[src/rtl/alu_cmd_seq.sv]
// Command sequencer in front of a four-class ALU: issue, wait for a matching flag, return result.
// Optional statistics counters are enabled with macro ALU_CMD_SEQ_STATS_EN.
module alu_cmd_seq #(
  parameter int A_WIDTH = 16,
  parameter int B_WIDTH = 16,
  parameter int TIMEOUT = 4
) (
  input  logic                       CLK,
  input  logic                       rst,
  input  logic                       cmd_valid,
  output logic                       cmd_ready,
  input  logic [3:0]                 cmd_func,
  input  logic [A_WIDTH-1:0]         cmd_a,
  input  logic [B_WIDTH-1:0]         cmd_b,
  output logic [A_WIDTH-1:0]         ALU_A,
  output logic [B_WIDTH-1:0]         ALU_B,
  output logic [3:0]                 ALU_FUNC,
  input  logic [A_WIDTH+B_WIDTH-1:0] Arith_OUT,
  input  logic [A_WIDTH+B_WIDTH-1:0] Logic_OUT,
  input  logic [A_WIDTH+B_WIDTH-1:0] CMP_OUT,
  input  logic [A_WIDTH+B_WIDTH-1:0] Shift_OUT,
  input  logic                       Carry_OUT,
  input  logic                       Arith_Flag,
  input  logic                       Logic_Flag,
  input  logic                       CMP_Flag,
  input  logic                       Shift_Flag,
  output logic                       res_valid,
  input  logic                       res_ready,
  output logic [A_WIDTH+B_WIDTH-1:0] res_data,
  output logic                       res_carry,
  output logic [1:0]                 res_class,
  output logic                       res_err,
  output logic [15:0]                op_count,
  output logic [7:0]                 err_count
);

  localparam int RW = A_WIDTH + B_WIDTH;
  localparam int CW = $clog2(TIMEOUT + 1);

  typedef enum logic [1:0] {
    S_IDLE,
    S_WAIT,
    S_DONE
  } state_t;

  state_t            r_state;
  logic              r_cmd_ready;
  logic [A_WIDTH-1:0] r_alu_a;
  logic [B_WIDTH-1:0] r_alu_b;
  logic [3:0]        r_alu_func;
  logic [1:0]        r_cls;
  logic              r_dz;
  logic [CW-1:0]     r_wait_cnt;
  logic              r_res_valid;
  logic [RW-1:0]     r_res_data;
  logic              r_res_carry;
  logic [1:0]        r_res_class;
  logic              r_res_err;

  logic [3:0]        w_flags;
  logic [3:0]        w_exp;
  logic              w_hit;
  logic              w_last;
  logic              w_ok;
  logic              w_fin;
  logic              w_dz;
  logic [RW-1:0]     w_sel;

  assign w_flags = {Arith_Flag, Logic_Flag, CMP_Flag, Shift_Flag};
  assign w_exp   = 4'b1000 >> r_cls;
  // First WAIT cycle (count 0) may see the previous op's flags.
  assign w_hit   = (w_flags == w_exp) && (r_wait_cnt != '0);
  assign w_last  = (r_wait_cnt == CW'(TIMEOUT - 1));
  assign w_ok    = !r_dz && w_hit;
  assign w_fin   = r_dz || w_hit || w_last;
  assign w_dz    = (cmd_func == 4'b0011) && (cmd_b == '0);

  always_comb begin
    w_sel = Arith_OUT;
    unique case (r_cls)
      2'd0: w_sel = Arith_OUT;
      2'd1: w_sel = Logic_OUT;
      2'd2: w_sel = CMP_OUT;
      2'd3: w_sel = Shift_OUT;
      default: w_sel = Arith_OUT;
    endcase
  end

  always_ff @(posedge CLK) begin
    if (rst) begin
      r_state     <= S_IDLE;
      r_cmd_ready <= 1'b1;
      r_alu_a     <= '0;
      r_alu_b     <= '0;
      r_alu_func  <= '0;
      r_cls       <= '0;
      r_dz        <= 1'b0;
      r_wait_cnt  <= '0;
      r_res_valid <= 1'b0;
      r_res_data  <= '0;
      r_res_carry <= 1'b0;
      r_res_class <= '0;
      r_res_err   <= 1'b0;
    end else begin
      unique case (r_state)
        S_IDLE: begin
          if (cmd_valid && r_cmd_ready) begin
            r_cmd_ready <= 1'b0;
            r_wait_cnt  <= '0;
            r_cls       <= cmd_func[3:2];
            r_dz        <= w_dz;
            r_state     <= S_WAIT;
            if (!w_dz) begin
              r_alu_a    <= cmd_a;
              r_alu_b    <= cmd_b;
              r_alu_func <= cmd_func;
            end
          end
        end
        S_WAIT: begin
          if (w_fin) begin
            r_state     <= S_DONE;
            r_res_valid <= 1'b1;
            r_res_err   <= !w_ok;
            r_res_data  <= w_ok ? w_sel : '0;
            r_res_carry <= w_ok && (r_cls == 2'd0) && Carry_OUT;
            r_res_class <= r_cls;
          end else begin
            r_wait_cnt <= r_wait_cnt + 1'b1;
          end
        end
        S_DONE: begin
          if (res_ready) begin
            r_res_valid <= 1'b0;
            r_cmd_ready <= 1'b1;
            r_state     <= S_IDLE;
          end
        end
        default: begin
          r_state     <= S_IDLE;
          r_cmd_ready <= 1'b1;
          r_res_valid <= 1'b0;
        end
      endcase
    end
  end

  assign cmd_ready = r_cmd_ready;
  assign ALU_A     = r_alu_a;
  assign ALU_B     = r_alu_b;
  assign ALU_FUNC  = r_alu_func;
  assign res_valid = r_res_valid;
  assign res_data  = r_res_data;
  assign res_carry = r_res_carry;
  assign res_class = r_res_class;
  assign res_err   = r_res_err;

`ifdef ALU_CMD_SEQ_STATS_EN
  logic [15:0] r_op_cnt;
  logic [7:0]  r_err_cnt;

  always_ff @(posedge CLK) begin
    if (rst) begin
      r_op_cnt  <= '0;
      r_err_cnt <= '0;
    end else if (r_state == S_DONE && res_ready) begin
      if (r_op_cnt != 16'hFFFF) r_op_cnt <= r_op_cnt + 16'd1;
      if (r_res_err && r_err_cnt != 8'hFF) r_err_cnt <= r_err_cnt + 8'd1;
    end
  end

  assign op_count  = r_op_cnt;
  assign err_count = r_err_cnt;
`else
  assign op_count  = '0;
  assign err_count = '0;
`endif

endmodule

[config.mk]
export PLATFORM = sky130hd
export DESIGN_NAME = alu_cmd_seq
export DESIGN_NICKNAME = d
export VERILOG_FILES = /design/src/rtl/alu_cmd_seq.sv
export SDC_FILE = /design/constraint.sdc
export NUM_CORES = 1
export LEC_CHECK = 0
export CORE_UTILIZATION = 40
export DETAILED_ROUTE_END_ITERATION = 7
export PLACE_DENSITY = 0.88
export SYNTH_ARGS = -nofsm -noshare
export SYNTH_HDL_FRONTEND = slang
export SYNTH_SLANG_ARGS = --single-unit
export TNS_END_PERCENT = 50
[constraint.sdc]
create_clock -name CLK -period 3.9 [get_ports CLK]
set_clock_uncertainty 0.2 [all_clocks]
set_input_delay 0.78 -clock CLK [delete_from_list [all_inputs] [get_ports CLK]]
set_output_delay 0.78 -clock CLK [all_outputs]
set_load 0.1 [all_outputs]
==> results of run 1 <==
[kinds of logic (layout without fill, tap and decap cells)]
family | Yosys count | after routing
other | 1 | 24
flip-flops | 82 | 82
multiplexers | 89 | 89
AO/OA/AOI/OAI | 35 | 35
AND/OR/NAND/NOR | 120 | 120
buffers and inverters | 56 | 274
adder cells (fa/ha/maj) | 3 | 3
[report_power, final]
group / internal (mW) / switching (mW)
Sequential: 0.872 / 0.0264
Clock: 0.333 / 0.315
Combinational: 0.319 / 0.480
[sequential cells by signal (all words and copies together) (netlist names)]
name and cells:
res_data 32, ALU_A 16, ALU_B 16, ALU_FUNC 4
r_wait_cnt 3, r_cls 2, r_state 2, res_class 2
cmd_ready 1, r_dz 1, res_carry 1, res_err 1
res_valid 1
[how the worst max path moves through the flow]
stage                                     end  slack, ps  cells after the start
floorplan              ALU_A[15]$_SDFFE_PP0P_       1540                      7
global placement    res_data[29]$_SDFFE_PP0P_        840                      7
detailed placement  res_data[28]$_SDFFE_PP0P_        680                      7
CTS                                 cmd_ready       1020                      1
global route        res_data[28]$_SDFFE_PP0P_        910                      7
finish              res_data[30]$_SDFFE_PP0P_       1030                      7
[cell usage in the layout, fill, tap and decap left out, drive strengths merged, types with 3 or more instances in the layout]
| master | count |
|---|---|
| nand2b | 23 |
| nand3 | 4 |
| o211a | 3 |
| conb | 24 |
| inv | 5 |
| dfxtp | 82 |
| o31ai | 5 |
| clkinv | 3 |
| nand2 | 32 |
| nor2 | 42 |
| clkdlybuf4s50 | 246 |
| buf | 7 |
| and3 | 3 |
| nor4 | 4 |
| mux4 | 32 |
| a32o | 12 |
| mux2i | 57 |
| ha | 3 |
| a21oi | 5 |
| clkbuf | 11 |
| nor2b | 3 |
[stage by stage]
stage	power [mW]	area (sq um)	utilization [%]
global route	2.43	6870	67.2
detailed placement	1.72	6660	65.1
CTS	2.37	6870	67.2
floorplan	1.45	4280	-
global placement	1.70	6660	65.1
finish	2.35	6870	67.2
[final cells by class]
type / count / area, sq um
repair buffers: 253 / 2530
inverters: 5 / 18.8
clock buffers: 11 / 151
clock inverters: 5 / 60.1
fillers: 785 / 3360
well taps: 136 / 170
multi-input cells: 271 / 2300
flip-flops and latches: 82 / 1640
[worst max-delay path, delay by kind of cell]
kind	cells	cell delay, ps
simple gates	2	760
buf+inv	2	740
compound gates	3	670
[per-layer routing]
metal / GRT usage (%) / part of all wire, % / vias up / wire (um)
li1: - / - / 1815 / -
met1: 23.6 / 35 / 1860 / 4590
met2: 46.0 / 54 / 178 / 6950
met3: 7.64 / 8.6 / 22 / 1120
met4: 8.47 / 2.2 / 0 / 290
met5: 0 / 0 / - / 0
==> key figures, run 1 <==
Status
  • Status: complete, no violations

Clock tree
  • H-tree levels: 3
  • Bufs on Longest Clock Path: 2
  • CTS clk-pin slew, worst paths: around 80 ps
  • CTS root buf: clkbuf_8
  • CTS buffer count: 9
  • TritonCTS clock tree: done
  • Post-CTS setup buffer count: 0
  • Num Clock Sinks: 82
  • CTS Hold Buffers Added: 0
  • Worst-Skew Late Latency: 350 ps
  • Post-CTS resize count: 0

Yosys
  • Post-synthesis mux area share: roughly 31%
  • Compound-Gate Fraction of Synth Area: under 10%
  • Cell with the most instances after synthesis: dfxtp_1
  • Synthesized area: 0.00419 sq mm
  • Sequential-to-total area share from yosys stat: between 30% and 40%
  • Biggest area consumer among synthesized cells: dfxtp_1
  • Top cell type's share of synthesized area: between 30% and 40%
  • Asr flop ratio synth: 0%
  • Post-synth cell types: 38
  • Synth Area in XOR/XNOR: 0%
  • EDFF count, synth: 0
  • Yosys reg bits: 82
  • Synth cell count leaders: dfxtp_1 (82), mux2i_1 (57), nor2_1 (42)
  • Synth Area in Adders: 0.896%
  • Top post-synthesis cells by area: dfxtp_1 (39%), mux4_2 (17%), mux2i_1 (14%)
  • Synth Area in Simple Gates: between 10% and 20%
  • Top FF cell, synth: dfxtp_1
  • Post-synthesis average cell area: about 11 sq um
  • Total of warnings raised by yosys: 0
  • Mapped Cells: 386
  • Largest family of logic cells by synthesized area: multiplexers

Finish
  • Fin nets: 798
  • Ant diodes: 0
  • Ratio of cells with drive above 1 in the final layout: 9.73%
  • Area delta synth->final: 64.0%
  • Cell Count, Final, Fillers Out: 763

Routing
  • Number of routed nets with antenna violations: 0
  • Vias per inst: 5.08
  • Routed length per instance: between 15 and 20 um
  • DRC marker count from the first detailed-route iteration: 94
  • Total number of vias: just under 4000
  • Residual DRC count: 0
  • Total Wirelength: between 10000 and 15000 um
  • Pre-Repair DR Iteration Count: 4

Timing
  • Fmax: 0.349 GHz
  • Hold Fails Final Rpt: 0
  • Setup TNS Final: 0 ps
  • Worst Tran Pin Value: 1030 ps
  • Fin. max-slew vios: 0
  • Setup ws final: ~1000 ps
  • WHS: 261 ps
  • Final period utilization: 73.5%
  • Final setup violation count: 0
  • Slew margin rel.: around 31%
  • Unrepaired setup endpoints after global routing: false
  • Min cycle time layout: 2870 ps

Critical path
  • CP required: 3990 ps
  • Endpoint type of the worst setup path: register
  • Worst setup startpoint: CMP_Flag
  • R2R Setup Slk: 1360 ps
  • Crit-path max FO: 21
  • Launching point of the worst reg2reg path: r_cls[0]$_SDFFE_PP0P_
  • Worst path slowest cell: nor2_1
  • Crit start category: input port
  • Register-to-Register Path Depth: 6
  • CP cell instances: clkdlybuf4s50_1, nand2b_1, a21oi_1, o2111ai_1, buf_4, nor2_1, a32o_1
  • CP peak stage delay: 690 ps
  • Crit Reg-Reg Endpoint: res_data[30]$_SDFFE_PP0P_
  • CP Class: input port to register
  • CP arrival: 2950 ps

Global route
  • Vias in the first global route: 4212
  • First-pass GRT wire length: a little over 20000 um
  • Initial antenna violation count: 0
  • Overall routing resource usage: 23.9%
  • Grt total ovfl: 0
  • Largest net degree at the start of global routing: between 40 and 50

Placed design
  • DP Wirelength: approximately 10000 um
  • Routability Congestion: 0.809
  • Post-Place Cells: approximately 750
  • Post-Place Setup Slack: 684 ps
  • IO buf count: 246

Flow run
  • Maximum capacitance violations: 0

Die
  • Starting Density: 41.0%
  • Core Footprint: ~0.010 sq mm
  • Chip Height: roughly 100 um
  • FP Rows: 37
  • Die width: 104 um
  • Full die area: 0.0109 sq mm
  • Ports: roughly 270

Power and ir drop
  • Worst VDD drop: 0.275 mV
  • Pleak: ~2.7 nW
  • Power per cell area: 341 mW/mm^2

Worst hold path
  • HP Start: res_data[18]$_SDFFE_PP0P_
  • Hold EP: res_data[18]$_SDFFE_PP0P_
  • Hold WC Path Type: register to register
  • Hold Path Stages: 2
(Power assumes the default switching activity.)
==> run 2, diff against run 1 <==
--- a/config.mk
+++ b/config.mk
@@ -5,9 +5,9 @@
 export SDC_FILE = /design/constraint.sdc
 export NUM_CORES = 1
 export LEC_CHECK = 0
-export CORE_UTILIZATION = 40
+export CORE_UTILIZATION = 37
 export DETAILED_ROUTE_END_ITERATION = 7
-export PLACE_DENSITY = 0.88
+export PLACE_DENSITY = 0.82
 export SYNTH_ARGS = -nofsm -noshare
 export SYNTH_HDL_FRONTEND = slang
 export SYNTH_SLANG_ARGS = --single-unit
==> constraint.sdc (replaced) <==
create_clock -name CLK -period 2.9 [get_ports CLK]
set_clock_uncertainty 0.2 [all_clocks]
set_input_delay 0.58 -clock CLK [delete_from_list [all_inputs] [get_ports CLK]]
set_output_delay 0.58 -clock CLK [all_outputs]
set_load 0.1 [all_outputs]
==> key figures, run 2 (synthesis results as in run 1) <==
Status
  • Status: complete, no violations

Power and ir drop
  • Net Sw Frac: 32.6%
  • Clock power frac: ~36%
  • Worst VDD drop: 0.342 mV
  • P_int: approximately 2.4 mW
  • Gate power share: about 30%
  • Seq pwr share: approximately a third
  • Pleak: around 3 nW
  • Power per cell area: between 500 and 600 mW/mm^2
  • NetSw: 1.15 mW

Clock tree
  • Num Clock Sinks: 82
  • CTS buffer count: 9
  • Bufs on Longest Clock Path: 2
  • CTS root buf: clkbuf_16
  • TritonCTS clock tree: done
  • Worst-Skew Late Latency: 330 ps
  • CTS clk-pin slew, worst paths: 60 ps
  • H-tree levels: 3
  • Post-CTS setup buffer count: 0
  • Post-CTS resize count: 0
  • CTS Hold Buffers Added: 0

Timing
  • Worst Tran Pin Value: 791 ps
  • Hold Fails Final Rpt: 0
  • Min cycle time layout: 2420 ps
  • Setup TNS Final: 0 ps
  • Final period utilization: 83.5%
  • Fmax: 0.413 GHz
  • Slew margin rel.: 47.1%
  • Unrepaired setup endpoints after global routing: false
  • WHS: 261 ps
  • Final setup violation count: 0
  • Fin. max-slew vios: 0

Routing
  • Total number of vias: 3820
  • Pre-Repair DR Iteration Count: 4
  • Number of routed nets with antenna violations: 0
  • Residual DRC count: 0
  • Total Wirelength: 12600 um
  • Vias per inst: 4.96
  • Routed length per instance: 16.4 um
  • DRC marker count from the first detailed-route iteration: 82

Die
  • Starting Density: 38.3%
  • FP Rows: 38
  • Chip Height: 108 um
  • Die width: 108 um
  • Core Footprint: 0.0109 sq mm
  • Full die area: 0.0118 sq mm
  • Ports: 271

Critical path
  • CP arrival: 2480 ps
  • Crit-path max FO: 34
  • CP peak stage delay: 530 ps
  • CP Class: input port to register
  • Worst setup startpoint: CMP_Flag
  • Worst path slowest cell: clkdlybuf4s50_1
  • Crit start category: input port
  • CP cell instances: clkdlybuf4s50_1, nor2b_1, a221o_1, o211a_2, o31ai_4, buf_12, mux2i_1
  • Endpoint type of the worst setup path: register
  • CP required: 2960 ps
  • Launching point of the worst reg2reg path: r_cls[1]$_SDFFE_PP0P_

Placed design
  • DP Wirelength: ~10000 um
  • Routability Congestion: 0.769
  • IO buf count: 246

Finish
  • Ratio of cells with drive above 1 in the final layout: a little over a fifth
  • Most frequent cells in the layout: clkdlybuf4s50_1 (172), buf_4 (81), dfxtp_1 (80)
  • Ant diodes: 0
  • Largest register FFs: 32
  • Area delta synth->final: 63.8%
  • Commonest non-fill, non-tap cell in the layout: clkdlybuf4s50_1
  • Fin nets: 801

Global route
  • Grt total ovfl: 0
  • First-pass GRT wire length: 18700 um
  • Overall routing resource usage: between 20% and 30%
  • Vias in the first global route: 3852
  • Largest net degree at the start of global routing: 47
  • Initial antenna violation count: 0

Worst hold path
  • HP Start: res_data[8]$_SDFFE_PP0P_
  • Hold WC Path Type: register to register

Flow run
  • Maximum capacitance violations: 0
==> run 2: per-stage QoR <==
step	instances	util, %	setup slack [ps]	instance area [sq um]	total power, mW
2_1_floorplan	409	-	666	4280	1.96
3_3_place_gp	754	59.7	255	6530	2.29
3_5_place_dp	754	59.7	135	6530	2.31
4_1_cts	770	62.8	423	6870	3.58
5_1_grt	770	62.8	237	6870	3.67
6_report	770	62.8	477	6870	3.54
==> run 2: metal layers <==
metal | GRT usage (%) | vias up | part of all wire [%]
met3 | 5.55 | 15 | 7.6
met1 | 22.4 | 1812 | 37
li1 | - | 1831 | -
met2 | 39.4 | 162 | 54
met5 | 0 | - | 0
met4 | 5.98 | 0 | 1.3
==> run 2: area by class of cell <==
type | count | area [sq um]
Fill cell | 882 | 4070
Sequential cell | 82 | 1640
Multi-Input combinational cell | 271 | 2300
Clock inverter | 6 | 97.6
Inverter | 5 | 18.8
Tap cell | 140 | 175
Clock buffer | 10 | 239
Timing Repair Buffer | 256 | 2390
==> run 2: worst max-delay path: cells and delay by family <==
kind / cells / cell delay (ps)
simple gates: 1 / 70
buf+inv: 2 / 780
mux: 1 / 220
compound gates: 3 / 790
==> run 2: final timing paths <==
path | slack [ps] | cells past startpoint | to
max | 480 | 7 | res_data[15]$_SDFFE_PP0P_
min | 260 | 2 | res_data[8]$_SDFFE_PP0P_
max reg2reg | 490 | 5 | res_data[26]$_SDFFE_PP0P_
min reg2reg | 260 | 2 | res_data[8]$_SDFFE_PP0P_
==> run 2: power by group through the flow <==
stage | registers, mW | logic, mW | clock network [mW]
after floorplan | 1.51 | 0.442 | 0
after global placement | 1.24 | 1.05 | 0
after detailed placement | 1.24 | 1.07 | 0
after CTS | 1.22 | 1.07 | 1.30
after global routing | 1.22 | 1.11 | 1.34
final | 1.22 | 1.06 | 1.26
==> run 3, diff against run 2 <==
--- a/config.mk
+++ b/config.mk
@@ -5,9 +5,9 @@
 export SDC_FILE = /design/constraint.sdc
 export NUM_CORES = 1
 export LEC_CHECK = 0
-export CORE_UTILIZATION = 37
+export CORE_UTILIZATION = 33
 export DETAILED_ROUTE_END_ITERATION = 7
-export PLACE_DENSITY = 0.82
+export PLACE_DENSITY = 0.77
 export SYNTH_ARGS = -nofsm -noshare
 export SYNTH_HDL_FRONTEND = slang
 export SYNTH_SLANG_ARGS = --single-unit
==> constraint.sdc (replaced) <==
create_clock -name CLK -period 2.2 [get_ports CLK]
set_clock_uncertainty 0.2 [all_clocks]
set_input_delay 0.44 -clock CLK [delete_from_list [all_inputs] [get_ports CLK]]
set_output_delay 0.44 -clock CLK [all_outputs]
set_load 0.1 [all_outputs]
==> key figures, run 3 (synthesis results as in run 1) <==
Power and ir drop
  • Power per cell area: around 660 mW/mm^2
  • P_int: between 3 and 4 mW
  • Power Total: 4.68 mW
  • NetSw: roughly 1.5 mW
  • Net Sw Frac: 31.8%
  • Seq pwr share: around a third
  • Gate power share: around 30%
  • Pleak: 3.09 nW
  • Clock power frac: 35.1%
  • Worst VDD drop: 0.365 mV

Clock tree
  • Worst-Skew Late Latency: 330 ps
  • H-tree levels: 3
  • CTS root buf: clkbuf_16
  • Bufs on Longest Clock Path: 2
  • CTS Hold Buffers Added: 0
  • TritonCTS clock tree: done
  • Num Clock Sinks: 82
  • CTS buffer count: 9
  • CTS clk-pin slew, worst paths: 60 ps

Placed design
  • Routability Congestion: roughly 0.78
  • DP Wirelength: 10500 um
  • IO buf count: 246

Timing
  • Min cycle time layout: 2140 ps
  • Final setup violation count: 0
  • Unrepaired setup endpoints after global routing: true
  • Fin. max-slew vios: 0
  • Final period utilization: roughly 100%
  • Fmax: 0.466 GHz
  • Setup TNS Final: 0 ps
  • Hold Fails Final Rpt: 0

Finish
  • Final Core Density: around 58%
  • Ant diodes: 0
  • Ratio of cells with drive above 1 in the final layout: 24.5%
  • Fin nets: 817
  • Commonest non-fill, non-tap cell in the layout: clkdlybuf4s50_1
  • Most frequent cells in the layout: clkdlybuf4s50_1 (169), buf_4 (93), dfxtp_1 (79)
  • Largest register FFs: 32
  • Area delta synth->final: 68.9%

Die
  • Chip Height: 115 um
  • Full die area: 0.0132 sq mm
  • FP Rows: 40
  • Ports: 271
  • Core Footprint: 0.0122 sq mm
  • Starting Density: around 34%
  • Die width: roughly 110 um

Global route
  • Overall routing resource usage: between 10% and 20%
  • Grt total ovfl: 0
  • First-pass GRT wire length: 20300 um
  • Initial antenna violation count: 0
  • Largest net degree at the start of global routing: 46
  • Vias in the first global route: approximately 4100

Routing
  • Vias per inst: 4.81
  • DRC marker count from the first detailed-route iteration: roughly 100
  • Residual DRC count: 0
  • Routed length per instance: 16.4 um
  • Pre-Repair DR Iteration Count: 4
  • Total number of vias: 3915
  • Total Wirelength: 13300 um
  • Number of routed nets with antenna violations: 0

Flow run
  • Maximum capacitance violations: 0

Status
  • Status: complete, no violations

Critical path
  • CP arrival: ~2200 ps
  • Endpoint type of the worst setup path: register
  • CP required: roughly 2200 ps
  • Crit start category: input port
  • CP Class: input port to register
  • Crit-path max FO: 26

Worst hold path
  • Hold WC Path Type: register to register
[run 3: power groups by stage]
| stage | clock [mW] | sequential (mW) | combinational [mW] |
|---|---|---|---|
| CTS | 1.69 | 1.59 | 1.45 |
| global placement | 0 | 1.62 | 1.41 |
| detailed placement | 0 | 1.62 | 1.43 |
| floorplan | 0 | 2.00 | 0.583 |
| global route | 1.76 | 1.60 | 1.51 |
| finish | 1.64 | 1.59 | 1.44 |
[run 3: through the flow]
step	hold WS, ps	std cells	area (sq um)	setup slack (ps)
after floorplan	265	409	4280	165
after global placement	246	795	6670	-307
after detailed placement	254	795	6670	-381
after CTS	264	814	7060	51.3
after global routing	283	814	7080	-24.1
final	260	814	7080	55.8
[run 3: cell type report]
type                            count  area [sq um]
Tap cell                          168           210
Timing Repair Buffer              272          2550
Sequential cell                    82          1650
Clock buffer                       12           256
Multi-Input combinational cell    271          2330
Inverter                            5          18.8
Fill cell                        1018          5130
Clock inverter                      4          73.8
[run 3: final timing paths]
check | slack, ps | cells after the start | startpoint | endpoint
setup / recovery | 60 | 7 | cmd_b[10] | ALU_A[2]$_SDFFE_PP0P_
hold reg to reg | 260 | 2 | res_data[16]$_SDFFE_PP0P_ | res_data[16]$_SDFFE_PP0P_
setup reg to reg | 140 | 7 | r_cls[1]$_SDFFE_PP0P_ | res_data[10]$_SDFFE_PP0P_
hold / removal | 260 | 2 | res_data[16]$_SDFFE_PP0P_ | res_data[16]$_SDFFE_PP0P_
[run 3: timing repair]
action | 4_1_cts | 5_1_grt
pin swaps | 2 | 1
resized for setup | 5 | 3
endpoints found under the setup margin | 11 | 40
cloned | 1 | 0
buffers inserted | 2 | 0
hold endpoints to repair | 0 | 0
[run 3: critical path, cell delays in order]
cell,delay [ps]
clkdlybuf4s50_1,460
nor4_2,320
nand3_1,170
o21ai_4,220
buf_12,230
mux2i_2,250
nor2_1,60
[run 3: metal layers]
metal	vias up	global-route usage [%]	part of all wire (%)
met4	0	6.84	1.9
met2	174	37.8	54
li1	1856	-	-
met5	-	0	0
met3	19	5.93	8.5
met1	1866	21.0	36
